## config.mk

```make
export PLATFORM = sky130hd
export DESIGN_NAME = uart_rx_cfg
export DESIGN_NICKNAME = d
export VERILOG_FILES = /design/src/rtl/uart_pkg.sv /design/src/rtl/uart_bit_sampler.sv /design/src/rtl/uart_rx_cfg.sv
export SDC_FILE = /design/constraint.sdc
export NUM_CORES = 1
export LEC_CHECK = 0
export ABC_CLOCK_PERIOD_IN_PS = 2480
export CAP_MARGIN = 10
export CORE_ASPECT_RATIO = 0.75
export CORE_MARGIN = 3
export CORE_UTILIZATION = 58
export CTS_CLUSTER_DIAMETER = 40
export DETAILED_ROUTE_END_ITERATION = 12
export GPL_TIMING_DRIVEN = 0
export PLACE_DENSITY_LB_ADDON = 0.3
export SLEW_MARGIN = 10
export SYNTH_ARGS = -nofsm -noshare
export SYNTH_HDL_FRONTEND = slang
export SYNTH_SLANG_ARGS = --single-unit
```

## constraint.sdc

```tcl
create_clock -name rx_clk -period 2.48 [get_ports rx_clk]
set_clock_uncertainty 0.15 [all_clocks]
set_input_delay 0.372 -clock rx_clk [delete_from_list [all_inputs] [get_ports rx_clk]]
set_output_delay 0.372 -clock rx_clk [all_outputs]
set_load 0.1 [all_outputs]
```

## src/rtl/uart_pkg.sv

```systemverilog
// rtl/uart_pkg.sv - parity modes and receiver FSM encoding shared by the UART receiver files
package uart_pkg;

  localparam int PAR_NONE = 0;
  localparam int PAR_ODD  = 1;
  localparam int PAR_EVEN = 2;

  typedef enum logic [2:0] {
    S_IDLE,
    S_START,
    S_DATA,
    S_PARITY,
    S_STOP
  } state_e;

endpackage

```

## src/rtl/uart_bit_sampler.sv

```systemverilog
// rtl/uart_bit_sampler.sv - line synchroniser, falling-edge detect, baud counter and 3-sample bit vote
module uart_bit_sampler
  import uart_pkg::*;
#(
  parameter int CLK_FREQ    = 50000000,
  parameter int UART_BPS    = 115200,
  parameter int SYNC_STAGES = 2
) (
  input  logic rx_clk,
  input  logic rst_n,
  input  logic uart_rxd,
  input  logic active,
  input  logic restart,
  output logic rxs,
  output logic start_edge,
  output logic bit_val,
  output logic bit_strobe,
  output logic bit_end
);

  localparam int BAUD_CNT_MAX = CLK_FREQ / UART_BPS;
  localparam int CW           = $clog2(BAUD_CNT_MAX);
  localparam int MID          = BAUD_CNT_MAX / 2 - 1;
  localparam logic [CW-1:0] CNT_S0   = CW'(MID - 1);
  localparam logic [CW-1:0] CNT_S1   = CW'(MID);
  localparam logic [CW-1:0] CNT_VOTE = CW'(MID + 1);
  localparam logic [CW-1:0] CNT_LAST = CW'(BAUD_CNT_MAX - 1);

  logic [SYNC_STAGES-1:0] sync_q, sync_d;
  logic                   rxs_prev_q, rxs_prev_d;
  logic [CW-1:0]          baud_cnt_q, baud_cnt_d;
  logic [1:0]             samp_q, samp_d;

  assign rxs = sync_q[SYNC_STAGES-1];

  always_comb begin
    sync_d     = {sync_q[SYNC_STAGES-2:0], uart_rxd};
    rxs_prev_d = rxs;
    baud_cnt_d = '0;
    if (restart)
      baud_cnt_d = '0;
    else if (active)
      baud_cnt_d = (baud_cnt_q == CNT_LAST) ? '0 : baud_cnt_q + 1'b1;
    samp_d = samp_q;
    if (active && baud_cnt_q == CNT_S0) samp_d[0] = rxs;
    if (active && baud_cnt_q == CNT_S1) samp_d[1] = rxs;
  end

  // third sample is the live line at MID+1, so the vote is ready that same cycle
  assign bit_val    = (samp_q[0] & samp_q[1]) | (samp_q[0] & rxs) | (samp_q[1] & rxs);
  assign bit_strobe = active && (baud_cnt_q == CNT_VOTE);
  assign bit_end    = active && (baud_cnt_q == CNT_LAST);
  assign start_edge = rxs_prev_q & ~rxs;

  always_ff @(posedge rx_clk or negedge rst_n) begin
    if (!rst_n) begin
      sync_q     <= '1;
      rxs_prev_q <= 1'b1;
      baud_cnt_q <= '0;
      samp_q     <= '0;
    end else begin
      sync_q     <= sync_d;
      rxs_prev_q <= rxs_prev_d;
      baud_cnt_q <= baud_cnt_d;
      samp_q     <= samp_d;
    end
  end

endmodule

```

## src/rtl/uart_rx_cfg.sv

```systemverilog
// rtl/uart_rx_cfg.sv - configurable UART receiver: frame FSM, shift register, parity and error flags
module uart_rx_cfg
  import uart_pkg::*;
#(
  parameter int CLK_FREQ    = 50000000,
  parameter int UART_BPS    = 115200,
  parameter int DATA_BITS   = 8,
  parameter int PARITY      = 0,
  parameter int STOP_BITS   = 1,
  parameter int SYNC_STAGES = 2
) (
  input  logic                 rx_clk,
  input  logic                 rst_n,
  input  logic                 uart_rxd,
  output logic                 rx_valid,
  output logic [DATA_BITS-1:0] rx_data,
  output logic                 parity_err,
  output logic                 frame_err,
  output logic                 break_det
);

  state_e               state_q, state_d;
  logic [DATA_BITS-1:0] shift_q, shift_d;
  logic [3:0]           bit_cnt_q, bit_cnt_d;
  logic                 par_acc_q, par_acc_d;
  logic                 par_bad_q, par_bad_d;
  logic                 par_bit_q, par_bit_d;
  logic                 fe_q, fe_d;
  logic                 armed_q, armed_d;
  logic                 rx_valid_q, rx_valid_d;
  logic [DATA_BITS-1:0] rx_data_q, rx_data_d;
  logic                 parity_err_q, parity_err_d;
  logic                 frame_err_q, frame_err_d;
  logic                 break_det_q, break_det_d;

  logic rxs, start_edge, bit_val, bit_strobe, bit_end;
  logic restart, is_break;

  assign restart = (state_q == S_IDLE) && start_edge && armed_q;

  uart_bit_sampler #(
    .CLK_FREQ   (CLK_FREQ),
    .UART_BPS   (UART_BPS),
    .SYNC_STAGES(SYNC_STAGES)
  ) u_sampler (
    .rx_clk    (rx_clk),
    .rst_n     (rst_n),
    .uart_rxd  (uart_rxd),
    .active    (state_q != S_IDLE),
    .restart   (restart),
    .rxs       (rxs),
    .start_edge(start_edge),
    .bit_val   (bit_val),
    .bit_strobe(bit_strobe),
    .bit_end   (bit_end)
  );

  assign is_break = (shift_q == '0) && !par_bit_q && !bit_val;

  always_comb begin
    state_d      = state_q;
    shift_d      = shift_q;
    bit_cnt_d    = bit_cnt_q;
    par_acc_d    = par_acc_q;
    par_bad_d    = par_bad_q;
    par_bit_d    = par_bit_q;
    fe_d         = fe_q;
    armed_d      = armed_q;
    rx_valid_d   = 1'b0;
    rx_data_d    = rx_data_q;
    parity_err_d = parity_err_q;
    frame_err_d  = frame_err_q;
    break_det_d  = 1'b0;
    case (state_q)
      S_IDLE: begin
        // after a break the line must be seen high before a new start is accepted
        if (rxs) armed_d = 1'b1;
        if (restart) begin
          state_d   = S_START;
          bit_cnt_d = '0;
          par_acc_d = 1'b0;
          par_bad_d = 1'b0;
          par_bit_d = 1'b0;
          fe_d      = 1'b0;
        end
      end
      S_START: begin
        if (bit_strobe && bit_val) state_d = S_IDLE;
        else if (bit_end)          state_d = S_DATA;
      end
      S_DATA: begin
        if (bit_strobe) begin
          shift_d   = {bit_val, shift_q[DATA_BITS-1:1]};
          par_acc_d = par_acc_q ^ bit_val;
          bit_cnt_d = bit_cnt_q + 4'd1;
        end
        if (bit_end && bit_cnt_q == 4'(DATA_BITS)) begin
          state_d   = (PARITY != PAR_NONE) ? S_PARITY : S_STOP;
          bit_cnt_d = '0;
        end
      end
      S_PARITY: begin
        if (bit_strobe) begin
          par_bit_d = bit_val;
          par_bad_d = (PARITY == PAR_ODD) ? ~(par_acc_q ^ bit_val) : (par_acc_q ^ bit_val);
        end
        if (bit_end) state_d = S_STOP;
      end
      S_STOP: begin
        if (bit_strobe) begin
          if (bit_cnt_q == 4'(STOP_BITS - 1)) begin
            state_d      = S_IDLE;
            rx_valid_d   = 1'b1;
            rx_data_d    = shift_q;
            parity_err_d = par_bad_q;
            frame_err_d  = fe_q | ~bit_val;
            break_det_d  = is_break;
            if (is_break) armed_d = 1'b0;
          end else begin
            fe_d      = fe_q | ~bit_val;
            bit_cnt_d = bit_cnt_q + 4'd1;
          end
        end
      end
      default: state_d = S_IDLE;
    endcase
  end

  always_ff @(posedge rx_clk or negedge rst_n) begin
    if (!rst_n) begin
      state_q      <= S_IDLE;
      shift_q      <= '0;
      bit_cnt_q    <= '0;
      par_acc_q    <= 1'b0;
      par_bad_q    <= 1'b0;
      par_bit_q    <= 1'b0;
      fe_q         <= 1'b0;
      armed_q      <= 1'b0;
      rx_valid_q   <= 1'b0;
      rx_data_q    <= '0;
      parity_err_q <= 1'b0;
      frame_err_q  <= 1'b0;
      break_det_q  <= 1'b0;
    end else begin
      state_q      <= state_d;
      shift_q      <= shift_d;
      bit_cnt_q    <= bit_cnt_d;
      par_acc_q    <= par_acc_d;
      par_bad_q    <= par_bad_d;
      par_bit_q    <= par_bit_d;
      fe_q         <= fe_d;
      armed_q      <= armed_d;
      rx_valid_q   <= rx_valid_d;
      rx_data_q    <= rx_data_d;
      parity_err_q <= parity_err_d;
      frame_err_q  <= frame_err_d;
      break_det_q  <= break_det_d;
    end
  end

  assign rx_valid   = rx_valid_q;
  assign rx_data    = rx_data_q;
  assign parity_err = parity_err_q;
  assign frame_err  = frame_err_q;
  assign break_det  = break_det_q;

endmodule

```

==> results.py <==
metrics = {
    "setup_path": {
        "startpoint_type": "flip-flop",
        "slowest_stage": "clkdlybuf4s50_1",
        "regToRegEndpoint": "rx_data[7]",
        "path_buf_inv": 1,
        "cp_slowest_stage_delay_ns": 1.16,
        "reg2reg_from": "bit_cnt_q[0]",
        "cp-end-kind": "primary output",
        "cp_top_family": "buffers and inverters",
        "timing_worst_setup_path_type": "reg2out",
        "crit_path_max_fanout": 2,
        "cp.arrival_ns": 1.84,
        "r2r_slack_ns": 0.43,
        "required_ns": 1.96,
        "reg2reg_depth": 6,
        "path_cells": "clkdlybuf4s50_1",
    },
    "sta": {
        "maxSlewHeadroom_pct": 33.70,
        "rsz0062_at_grt": "no",
        "hold_viol_final": 0,
        "max_freq_ghz": 0.4240,
        "fin_crit_sh_pct": 95.11,
        "setup_viol": 0,
        "final_max_slew_viol_count": 0,
        "tightest_slew_ns": 0.9914,
        "min_period_ns": 2.359,
    },
    "detailed_routing": {
        "vias": 1587,
        "routed_via_density": 5.944,
        "avgRoutedWirePerCell_microns": 16.53,
        "drt_pass1_iterations": 4,
        "drt-total-wl_microns": 4413,
        "ant_nets": 0,
        "drtIter0Drc": 113,
        "route.detailed.drc": 0,
    },
    "synthesis": {
        "synthCells": 191,
        "ys_seq_area_share_pct": 50.11,
        "synth_flop_cell": "dfrtp_1",
        "synth_top_area_share_pct": 46.69,
        "avgSynthCellArea_sq_um": 12.07,
        "synth_edf_count": 0,
        "synth_area_sq_um": 2305,
        "synth.top_cells.by_area": "dfrtp_1, mux2_4, mux2_2, dfstp_2, ha_1",
        "synth-seq-cells": 46,
        "yosys_warnings": 0,
        "ys_async_sr_fraction_pct": 100.0,
        "synth_top_area_cell": "dfrtp_1",
        "synth_cell_types": 50,
        "synthesis.nets": 199,
    },
    "clock_tree": {
        "clk_pin_slew_ns": 0.09,
        "htree_num_levels": 2,
        "clock_latency_ns": 0.31,
        "cts_buffers": 5,
        "clockRootBuffer": "clkbuf_8",
        "cts_tree": "done",
        "cts.sinks": 46,
        "ctsLongestPathBuffers": 2,
    },
    "job": {
        "drv_cap": 0,
    },
    "worst_hold_path": {
        "hp-class": "reg2reg",
        "min_from": "u_sampler.sync_q[0]",
        "min_to": "u_sampler.sync_q[1]",
        "hold_depth": 0,
    },
    "global_routing": {
        "grt_pass1_vias": 1573,
        "grt.total_usage_pct": 20.92,
        "grt_pass1_wl_microns": 7590,
        "grt_start_max_net_pins": 26,
        "grt_overflow": 0,
        "grt_antenna_before_repair": 0,
    },
    "placement": {
        "place_congestion": 0.8661,
        "io_buffers": 14,
        "dp_cells": 258,
        "dp_hpwl_microns": 3215,
    },
    "power_and_ir_drop": {
        "pwr-share-clk_pct": 34.1,
        "switching_power_mw": 0.4707,
        "switching_share_pct": 28.19,
        "power.total_mw": 1.670,
        "p_leak_nw": 1.234,
        "combPwrFrac_pct": 14.2,
        "internal_power_mw": 1.199,
        "power.density_nw_per_um2": 630.7,
        "vdd.ir_drop.worst_mv": 0.5495,
        "seqPwrFrac_pct": 51.7,
    },
    "finish": {
        "drive_above_1_share_pct": 23.72,
        "nFillCells": 277,
        "finalNonFillerCells": 267,
        "final_common_cell": "dfrtp_1",
        "layout_common_cells": "dfrtp_1, clkdlybuf4s50_1, nand2_1, nor2_1, mux2_2",
        "nets": 222,
        "diodes": 0,
        "syn_to_final_growth_pct": 14.88,
    },
    "run_status": {
        "outcome": "finished clean",
    },
    "floorplan": {
        "dieArea_sq_um": 4774,
        "rows": 19,
        "core_area_sq_um": 3732,
        "start_util_pct": 61.75,
        "die_w_microns": 78.79,
        "ios": 15,
        "die_h_microns": 60.59,
    },
}
==> how the worst max path moves through the flow <==
stage               slack, ns          from          to  cells after the start
detailed placement       0.46  bit_cnt_q[0]  rx_data[7]                      6
finish                   0.12    rx_data[0]  rx_data[0]                      1
floorplan                0.67  bit_cnt_q[0]  parity_err                      6
CTS                      0.11    rx_data[0]  rx_data[0]                      1
global route             0.09    rx_data[0]  rx_data[0]                      1
global placement        -0.28         rst_n  rx_data[5]                      1
==> through the flow <==
step | hold WS [ns] | setup WS, ns | TNS [ns] | cell area, sq um | util [%]
finish | 0.2103 | 0.1213 | 0 | 2648 | 70.94
global route | 0.2182 | 0.09170 | 0 | 2648 | 70.94
floorplan | -0.07359 | 0.6747 | 0 | 2305 | -
global placement | 0.1969 | -0.2762 | -11.80 | 2510 | 67.25
detailed placement | 0.1991 | 0.4574 | 0 | 2525 | 67.65
CTS | 0.2121 | 0.1140 | 0 | 2648 | 70.94
==> synthesized netlist by cell type, drive strengths merged (4+ instances only) <==
library cell / number
xor2: 6
o21ai: 4
inv: 7
a21oi: 4
mux2: 19
ha: 5
and3: 4
buf: 7
nand4: 8
nor3: 6
nand2: 12
dfrtp: 43
nor2: 12
a31oi: 4
nand3: 9
==> state kept, by name (all words and copies together), names as in the netlist <==
register,cells
parity_err,1
shift_q,8
u_sampler.rxs_prev_q,1
fe_q,1
state_q,3
frame_err,1
bit_cnt_q,4
par_bit_q,1
armed_q,1
rx_data,8
rx_valid,1
par_bad_q,1
par_acc_q,1
u_sampler.baud_cnt_q,9
break_det,1
u_sampler.sync_q,2
u_sampler.samp_q,2
==> cells by family after synthesis <==
group | after synthesis | share of synthesized area (%)
and+or+nand+nor | 72 | 20.74
DFF | 46 | 50.11
AOI/OAI and AO/OA | 23 | 6.787
muxes | 21 | 11.62
buffers and inverters | 15 | 4.560
xor gates and xnor gates | 8 | 3.040
adders and majority gates | 6 | 3.149
==> final cells by class <==
cell class / instances / area [sq um] / area share [%]
Inverter: 7 / 26.28 / 0.9924
Multi-Input combinational cell: 130 / 1045 / 39.46
Sequential cell: 46 / 1155 / 43.62
Buffer: 8 / 78.83 / 2.977
Clock buffer: 5 / 68.82 / 2.599
Tap cell: 52 / 65.06 / 2.457
Timing Repair Buffer: 16 / 165.2 / 6.238
Clock inverter: 3 / 43.79 / 1.654
==> repair_timing <==
item	CTS	global route
setup buffers	0	0
resized for setup	0	0
hold buffers	1	0
endpoints found under the hold margin	21	0
==> power groups by stage <==
stage / Clock [mW] / Sequential [mW] / Combinational (mW)
5_1_grt: 0.608 / 0.873 / 0.268
3_5_place_dp: 0 / 0.876 / 0.229
3_3_place_gp: 0 / 0.870 / 0.212
2_1_floorplan: 0 / 0.856 / 0.170
6_report: 0.570 / 0.863 / 0.236
4_1_cts: 0.580 / 0.862 / 0.234
==> routing by layer <==
| metal | track usage (%) | part of all wire, % |
|---|---|---|
| met3 | 5.638 | 3.8 |
| met4 | 6.484 | 1.5 |
| met5 | 0 | 0 |
| met1 | 29.43 | 48 |
| met2 | 32.16 | 47 |
==> worst register-to-register path, delay by kind of cell (launching register included) <==
kind | cells | cell delay, ns
adder cells (fa/ha/maj) | 1 | 0.21
flip-flops | 1 | 0.40
multiplexers | 1 | 0.31
AND/OR/NAND/NOR | 2 | 0.58
buffers and inverters | 2 | 0.29
Power figures use the tool's default switching activity.
